$ cat config.mk
export PLATFORM = sky130hd
export DESIGN_NAME = instr_fetch_unit_flat
export DESIGN_NICKNAME = d
export VERILOG_FILES = /design/src/rtl/instr_fetch_unit_if.sv /design/src/rtl/instr_fetch_unit.sv /design/src/flat_wrapper.sv
export SDC_FILE = /design/constraint.sdc
export NUM_CORES = 1
export LEC_CHECK = 0
export CORE_ASPECT_RATIO = 0.9
export CORE_MARGIN = 5
export CORE_UTILIZATION = 50
export CTS_CLUSTER_SIZE = 25
export DETAILED_ROUTE_END_ITERATION = 8
export GPL_TIMING_DRIVEN = 0
export PLACE_DENSITY_LB_ADDON = 0.3
export SLEW_MARGIN = 20
export SYNTH_ARGS = -nofsm -noshare
export SYNTH_HDL_FRONTEND = slang
export SYNTH_SLANG_ARGS = --single-unit
$ cat constraint.sdc
create_clock -name CLK -period 3.45 [get_ports CLK]
set_input_delay 0.8625 -clock CLK [delete_from_list [all_inputs] [get_ports CLK]]
set_output_delay 0.8625 -clock CLK [all_outputs]
set_load 0.02 [all_outputs]
$ cat src/rtl/instr_fetch_unit_if.sv
// Fetch-side bundle: instruction memory read port, decode handshake and redirect.
interface instr_fetch_unit_if;
    logic [31:0] A_IM;
    logic [31:0] RD_IM;
    logic        out_valid;
    logic        out_ready;
    logic [31:0] out_instr;
    logic [31:0] out_pc;
    logic        redirect;
    logic [31:0] redirect_pc;
    logic        misalign_err;

    modport master (
        output A_IM,
        input  RD_IM,
        output out_valid,
        input  out_ready,
        output out_instr,
        output out_pc,
        input  redirect,
        input  redirect_pc,
        output misalign_err
    );

    modport slave (
        input  A_IM,
        output RD_IM,
        input  out_valid,
        output out_ready,
        input  out_instr,
        input  out_pc,
        output redirect,
        output redirect_pc,
        input  misalign_err
    );
endinterface

$ cat src/rtl/instr_fetch_unit.sv
// Fetch unit: owns the PC, issues one-deep memory reads and buffers
// {pc, instr} pairs in a prefetch FIFO for decode.
module instr_fetch_unit #(
    parameter logic [31:0] RESET_PC   = 32'h0000_0000,
    parameter int          FIFO_DEPTH = 4,
    parameter logic [31:0] PC_STEP    = 32'd4
) (
    input  logic                CLK,
    input  logic                RST,
    instr_fetch_unit_if.master  bus
);

    localparam int PW = $clog2(FIFO_DEPTH);
    localparam int CW = PW + 1;

    typedef enum logic [1:0] {
        BOOT,
        RUN,
        FLUSH,
        ERR
    } state_t;

    typedef struct packed {
        logic [31:0] pc;
        logic [31:0] instr;
    } entry_t;

    state_t         state, state_n;
    logic [31:0]    pc, pc_n;
    logic [31:0]    req_pc, req_pc_n;
    logic           inflight, inflight_n;
    logic           discard, discard_n;
    logic [PW-1:0]  wptr, wptr_n;
    logic [PW-1:0]  rptr, rptr_n;
    logic [CW-1:0]  count, count_n;
    entry_t         fifo [FIFO_DEPTH];

    logic           redir;
    logic           credit_ok;
    logic           issue;
    logic           push;
    logic           pop;
    entry_t         head;

    assign head             = fifo[rptr];
    assign bus.A_IM         = pc;
    assign bus.out_valid    = (count != '0);
    assign bus.out_instr    = bus.out_valid ? head.instr : 32'h0;
    assign bus.out_pc       = bus.out_valid ? head.pc : 32'h0;
    assign bus.misalign_err = (state == ERR);

    // Credit check counts the in-flight word so a response always has a slot.
    assign redir     = bus.redirect && (state != BOOT);
    assign credit_ok = (count + CW'(inflight)) < CW'(FIFO_DEPTH);
    assign issue     = (state == RUN) && !redir && credit_ok;
    assign push      = inflight && !discard && !redir;
    assign pop       = bus.out_valid && bus.out_ready;

    always_comb begin
        state_n    = state;
        pc_n       = pc;
        req_pc_n   = req_pc;
        inflight_n = issue;
        discard_n  = 1'b0;
        wptr_n     = wptr;
        rptr_n     = rptr;
        count_n    = count;

        if (push) wptr_n = wptr + PW'(1);
        if (pop)  rptr_n = rptr + PW'(1);

        unique case (1'b1)
            push && !pop: count_n = count + CW'(1);
            pop && !push: count_n = count - CW'(1);
            default:      count_n = count;
        endcase

        if (issue) begin
            req_pc_n = pc;
            pc_n     = pc + PC_STEP;
        end

        unique case (state)
            BOOT:  state_n = RUN;
            RUN:   state_n = RUN;
            FLUSH: state_n = RUN;
            ERR:   state_n = ERR;
        endcase

        // Redirect clears the queue; an old head popped this cycle is still taken.
        if (redir) begin
            discard_n = inflight;
            pc_n      = bus.redirect_pc;
            wptr_n    = '0;
            rptr_n    = '0;
            count_n   = '0;
            state_n   = (bus.redirect_pc[1:0] == 2'b00) ? FLUSH : ERR;
        end
    end

    always_ff @(posedge CLK) begin
        if (RST) begin
            state    <= BOOT;
            pc       <= RESET_PC;
            req_pc   <= RESET_PC;
            inflight <= 1'b0;
            discard  <= 1'b0;
            wptr     <= '0;
            rptr     <= '0;
            count    <= '0;
        end else begin
            state    <= state_n;
            pc       <= pc_n;
            req_pc   <= req_pc_n;
            inflight <= inflight_n;
            discard  <= discard_n;
            wptr     <= wptr_n;
            rptr     <= rptr_n;
            count    <= count_n;
        end
    end

    always_ff @(posedge CLK) begin
        if (push && !RST) begin
            fifo[wptr] <= '{pc: req_pc, instr: bus.RD_IM};
        end
    end

endmodule
$ cat src/flat_wrapper.sv
// flat-port wrapper written by rule: the top's interface ports become plain ports
module instr_fetch_unit_flat 
#(
    parameter logic [31:0] RESET_PC   = 32'h0000_0000,
    parameter int          FIFO_DEPTH = 4,
    parameter logic [31:0] PC_STEP    = 32'd4
)
  (CLK, RST, bus_A_IM, bus_RD_IM, bus_out_valid, bus_out_ready, bus_out_instr, bus_out_pc, bus_redirect, bus_redirect_pc, bus_misalign_err);
  instr_fetch_unit_if bus_i ();
  input  logic CLK;
  input  logic RST;
  output wire logic [$bits(bus_i.A_IM)-1:0] bus_A_IM;
  input wire logic [$bits(bus_i.RD_IM)-1:0] bus_RD_IM;
  output wire logic [$bits(bus_i.out_valid)-1:0] bus_out_valid;
  input wire logic [$bits(bus_i.out_ready)-1:0] bus_out_ready;
  output wire logic [$bits(bus_i.out_instr)-1:0] bus_out_instr;
  output wire logic [$bits(bus_i.out_pc)-1:0] bus_out_pc;
  input wire logic [$bits(bus_i.redirect)-1:0] bus_redirect;
  input wire logic [$bits(bus_i.redirect_pc)-1:0] bus_redirect_pc;
  output wire logic [$bits(bus_i.misalign_err)-1:0] bus_misalign_err;
  assign bus_A_IM = bus_i.A_IM;
  assign bus_i.RD_IM = bus_RD_IM;
  assign bus_out_valid = bus_i.out_valid;
  assign bus_i.out_ready = bus_out_ready;
  assign bus_out_instr = bus_i.out_instr;
  assign bus_out_pc = bus_i.out_pc;
  assign bus_i.redirect = bus_redirect;
  assign bus_i.redirect_pc = bus_redirect_pc;
  assign bus_misalign_err = bus_i.misalign_err;
  instr_fetch_unit #(.RESET_PC(RESET_PC), .FIFO_DEPTH(FIFO_DEPTH), .PC_STEP(PC_STEP)) u_core (.CLK(CLK), .RST(RST), .bus(bus_i));
endmodule
Word level (Yosys, flattened, before mapping)
Memory sizes are Yosys's and may differ from the RTL's. A register that Yosys moved wholly into a read port is not among the register bits.
Cells that the tools add are included.
{ "classes": {"add_sub_neg": 6, "eq_ne": 3, "reduce_logical": 23, "order_cmp": 1, "bitwise_logic": 1, "n_mux": 12} }
{ "op_table": {"columns": ["cell", "n"], "rows": [
  ["$mux 32", 4],
  ["$add 32x3->32 const B", 1],
  ["$logic_and 1x1->1", 9],
  ["$mux 2", 3],
  ["$pmux 3 s2", 1],
  ["$reduce_bool 2->1", 3],
  ["$logic_not 1->1", 5],
  ["$add 2x1->2 const B", 2],
  ["$eq 2x2->1 const B", 2],
  ["$logic_not 2->1", 2],
  ["$pmux 2 s2", 1],
  ["$reduce_or 2->1", 2],
  ["$add 3x1->3", 1],
  ["$add 3x1->3 const B", 1],
  ["$lt 3x3->1 const B", 1],
  ["$mux 1", 3],
  ["$reduce_bool 3->1", 1],
  ["$reduce_or 3->1", 1],
  ["$sub 3x1->3 const B", 1],
  ["$eq 2x1->1 const B", 1],
  ["$not 1->1", 1]
]} }
{ "totals": {"word_cells": 55, "regBits": 75, "memories": 1, "out_inout_bits": 98, "ram_bits": 256} }
{ "mem_list": {"columns": ["memory", "words", "word_bits", "rd", "rd_clocked_by_memory_dff", "wr", "line_no", "rtl"], "rows": [
  ["u_core.fifo", 4, 64, 1, 1, 1, "instr_fetch_unit.sv:36", "entry_t fifo [FIFO_DEPTH];"]
]} }

Depth between registers and ports, before layout
{ "logic_depth": {"depth_word": 7, "mapped_depth": 9, "depth_no_buf": 8} }

Worst setup path after synthesis
OpenSTA, ideal clock, no wires.
{ "synth_timing": {"path_kind": "input port to flip-flop", "startpoint": "input port bus_redirect", "endpoint": "memory u_core.fifo[0][0] (netlist name), enable pin", "arrival_ps": 2987, "setup_ps": 429, "slack_ps": 34, "path_stages": 4, "path_buffers": 1, "cell_sequence": "o21a_1 clkbuf_1 nor2_1 and3_1"} }
{ "synth_between": {"elab_chain_cells": 6} }
{ "synth_lines": {"columns": ["element", "line_no", "rtl"], "rows": [
  ["start, declared", "flat_wrapper.sv:18", "input wire logic [$bits(bus_i.redirect)-1:0] bus_redirect;"],
  ["$logic_and 1x1->1", "instr_fetch_unit.sv:53", "assign redir = bus.redirect && (state != BOOT);"],
  ["$logic_not 1->1", "instr_fetch_unit.sv:56", "assign push = inflight && !discard && !redir;"],
  ["$logic_and 1x1->1", "instr_fetch_unit.sv:56", null],
  ["$logic_and 1x1->1", "instr_fetch_unit.sv:124", "if (push && !RST) begin"],
  ["$mux 1", "instr_fetch_unit.sv:124", null],
  ["$mux 1 (implied by the code)", "instr_fetch_unit.sv:125", "fifo[wptr] <= '{pc: req_pc, instr: bus.RD_IM};"],
  ["end, declared", "instr_fetch_unit.sv:36", null]
]} }
Every way passes these cells.

==> impl_metrics.env <==
export IMPL_power_uw=8597
export IMPL_drt_iter0_markers=782
export IMPL_cp_data_required_time_ps=2590
export IMPL_skew_ps=11.24
export IMPL_overflow=0
export IMPL_grt_pass1_wl_um=46350
export IMPL_worst_setup_path_start_kind="flip-flop"
export IMPL_crit_fanout=10
export IMPL_post_cts_repair_setup_buffers=0
export IMPL_post_place_ws_ps=-149.2
export IMPL_ys_ff_latch=333
export IMPL_die_w_um=181.1
export IMPL_hold_class="flip-flop to flip-flop"
export IMPL_die_y_um=164.0
export IMPL_grt_start_max_net_pins=48
export IMPL_worst_r2r_path_depth=5
export IMPL_min_to="u_core.req_pc[1]"
export IMPL_wl_um=29300
export IMPL_numPortBuffers=165
export IMPL_min_period_ps=3361
export IMPL_wl_per_cell_um=20.52
export IMPL_vias=7964
export IMPL_final_cell_mix="edfxtp_1, clkdlybuf4s50_1, nand2_1"
export IMPL_cts_sinks=333
export IMPL_n_fill_cell=1932
export IMPL_final_common_cell="edfxtp_1"
export IMPL_rsz0062_at_grt="yes"
export IMPL_syn_inst=850
export IMPL_worst_pin_slew_ps=684.8
export IMPL_r2r_end="u_core.fifo[3][5]"
export IMPL_p_leak_uw=0.005502
export IMPL_synth_edff_count=256
export IMPL_clock_latency_ps=500
export IMPL_synth_area_um2=13180
export IMPL_min_delay_start="u_core.bus.A_IM[1]"
export IMPL_ys_seq_area_share_pct=70.05
export IMPL_path_class="flip-flop to output port"
export IMPL_coreArea_um2=25990
export IMPL_finalSetupTns_ps=0
export IMPL_cts_buffers=35
export IMPL_start_util_pct=50.68
export IMPL_rows=56
export IMPL_relSlewSlack_pct=54.35
export IMPL_synth_async_reset_ratio_pct=0
export IMPL_timing_rr_start="u_core.state[1]"
export IMPL_antenna_found_initial=0
export IMPL_crit_path_end_kind="output port"
export IMPL_io_pins=166
export IMPL_htreeDepth=2
export IMPL_vdd_drop_max_uv=270.7
export IMPL_final_layout_size_suffix_gt1_share_pct=13.98
export IMPL_routabilityCongestion=0.9373
export IMPL_reg2reg_slack_ps=900
export IMPL_cts_hold_buf=0
export IMPL_fin_nets=1129
export IMPL_powerDensity_nw_per_um2=519.2
export IMPL_cp_arrival_ps=2500
export IMPL_drt_first_pass_iters=5
export IMPL_post_cts_resized=25
export IMPL_drc=0
export IMPL_clk_path_buf_depth=3
export IMPL_setup_violations=0
export IMPL_yosysWarningCount=0
export IMPL_ys_types=48
export IMPL_dieArea_um2=29700
export IMPL_fmax_ghz=0.2976
export IMPL_grt_pass1_vias=8173
export IMPL_clk_pin_slew_worst_paths_ps=60
export IMPL_diodes=0
export IMPL_cts_tree="yes"
export IMPL_dp_hpwl_um=19520
export IMPL_period_share_pct=97.41
export IMPL_ant_nets=0
export IMPL_area_delta_synth_final_pct=25.67
export IMPL_worst_slack_ps=89.49
export IMPL_synth_nets=925
export IMPL_maxCapViolCount=0
export IMPL_cts_root_buf="clkbuf_16"
export IMPL_min_delay_path_depth=2
export IMPL_hold_viol_final=0
export IMPL_track_usage_pct=19.81
export IMPL_slew_violations=0
export IMPL_routed_via_density=5.577
export IMPL_outcome="complete, no violations"
export IMPL_dominantRegCellSynth="edfxtp_1"
export IMPL_avgSynthCellArea_um2=15.50
==> critical path, stage by stage, from the launching register on <==
cell	delay [ps]
dfxtp_4	460
buf_4	290
mux4_2	530
and2_1	180
clkdlybuf4s50_1	530
==> layout make-up <==
class                   count  area, um2  share of cell area (%)
plain buffers              50      244.0                   1.474
clock buffers              44      952.2                   5.751
clock inverters            19      170.2                   1.028
inverters                   8      30.03                  0.1814
multi-input cells         457       3720                   22.47
flip-flops and latches    333       9234                   55.77
well taps                 348      435.4                   2.630
repair buffers            169       1772                   10.70
==> cell usage after synthesis, drive strengths merged, types with 2 or more instances <==
cell type	instances	area share, %
edfxtp	256	58
nand2	95	2.8
dfxtp	77	12
and2	70	3.3
mux4	64	11
a21oi	43	1.6
clkbuf	39	1.1
nor2	34	0.97
nand3	15	0.57
xnor2	15	1.0
a211oi	13	0.74
buf	13	0.51
nor3	12	0.46
and3	8	0.38
inv	8	0.23
nand4	8	0.38
a31oi	7	0.33
or4	7	0.40
ha	6	0.57
nor4	6	0.28
or3	6	0.32
o21ai	5	0.19
a2bb2oi	4	0.27
a311oi	4	0.27
o211ai	4	0.23
o21a	4	0.23
xor2	4	0.27
a22oi	3	0.17
o311ai	3	0.20
a221o	2	0.15
and4	2	0.13
nor3b	2	0.11
o311a	2	0.15
==> through the flow <==
stage / cell area, um2 / util (%) / std cells / hold WS [ps]
CTS: 16540 / 63.62 / 1428 / 495.9
detailed placement: 15380 / 59.18 / 1367 / 479.5
finish: 16560 / 63.69 / 1428 / 490.0
global route: 16560 / 63.69 / 1428 / 519.6
floorplan: 13180 / - / 850 / 445.3
global placement: 15260 / 58.71 / 1363 / 469.0
==> where the power goes <==
group / total [uW] / switching (uW) / internal, uW
Combinational: 530 / 280 / 250
Sequential: 4420 / 73.0 / 4350
Clock: 3640 / 1460 / 2180
==> state kept, by name, summed over array words and instances, names as in the netlist, named ones only <==
register,count
u_core.count,3
u_core.req_pc,32
u_core.inflight,1
u_core.bus.A_IM,32
u_core.state,2
u_core.discard,1
u_core.rptr,2
u_core.fifo,256
u_core.wptr,2
==> layer usage <==
layer	wire, um	global-route usage (%)	vias up
met2	13480	31.62	334
li1	-	-	3672
met3	2424	4.384	38
met1	12980	28.52	3920
met4	420	4.297	0
met5	0	0	-
==> worst max-delay path by stage <==
stage          cells after the start       startpoint  slack (ps)                 to
2_1_floorplan                      4     bus_redirect          30  u_core.fifo[0][0]
3_3_place_gp                       5     bus_redirect       -1930  u_core.fifo[0][6]
3_5_place_dp                       5        flip-flop        -150     bus_out_pc[20]
4_1_cts                            5  u_core.count[1]           2     bus_out_pc[17]
5_1_grt                            4        flip-flop         -30     bus_out_pc[26]
6_report                           4        flip-flop          90  bus_out_instr[27]
==> kinds of logic (layout without fill, tap and decap cells) <==
| group | count (synthesis) | in the layout | synth area share [%] |
|---|---|---|---|
| buf+inv | 60 | 290 | 1.871 |
| simple gates | 269 | 269 | 10.34 |
| compound gates | 98 | 98 | 4.815 |
| flops | 333 | 333 | 70.05 |
| mux | 64 | 64 | 10.94 |
| fa+ha+maj | 7 | 7 | 0.7217 |
| xor+xnor | 19 | 19 | 1.263 |
No activity file was read; power rests on OpenSTA's default activity.
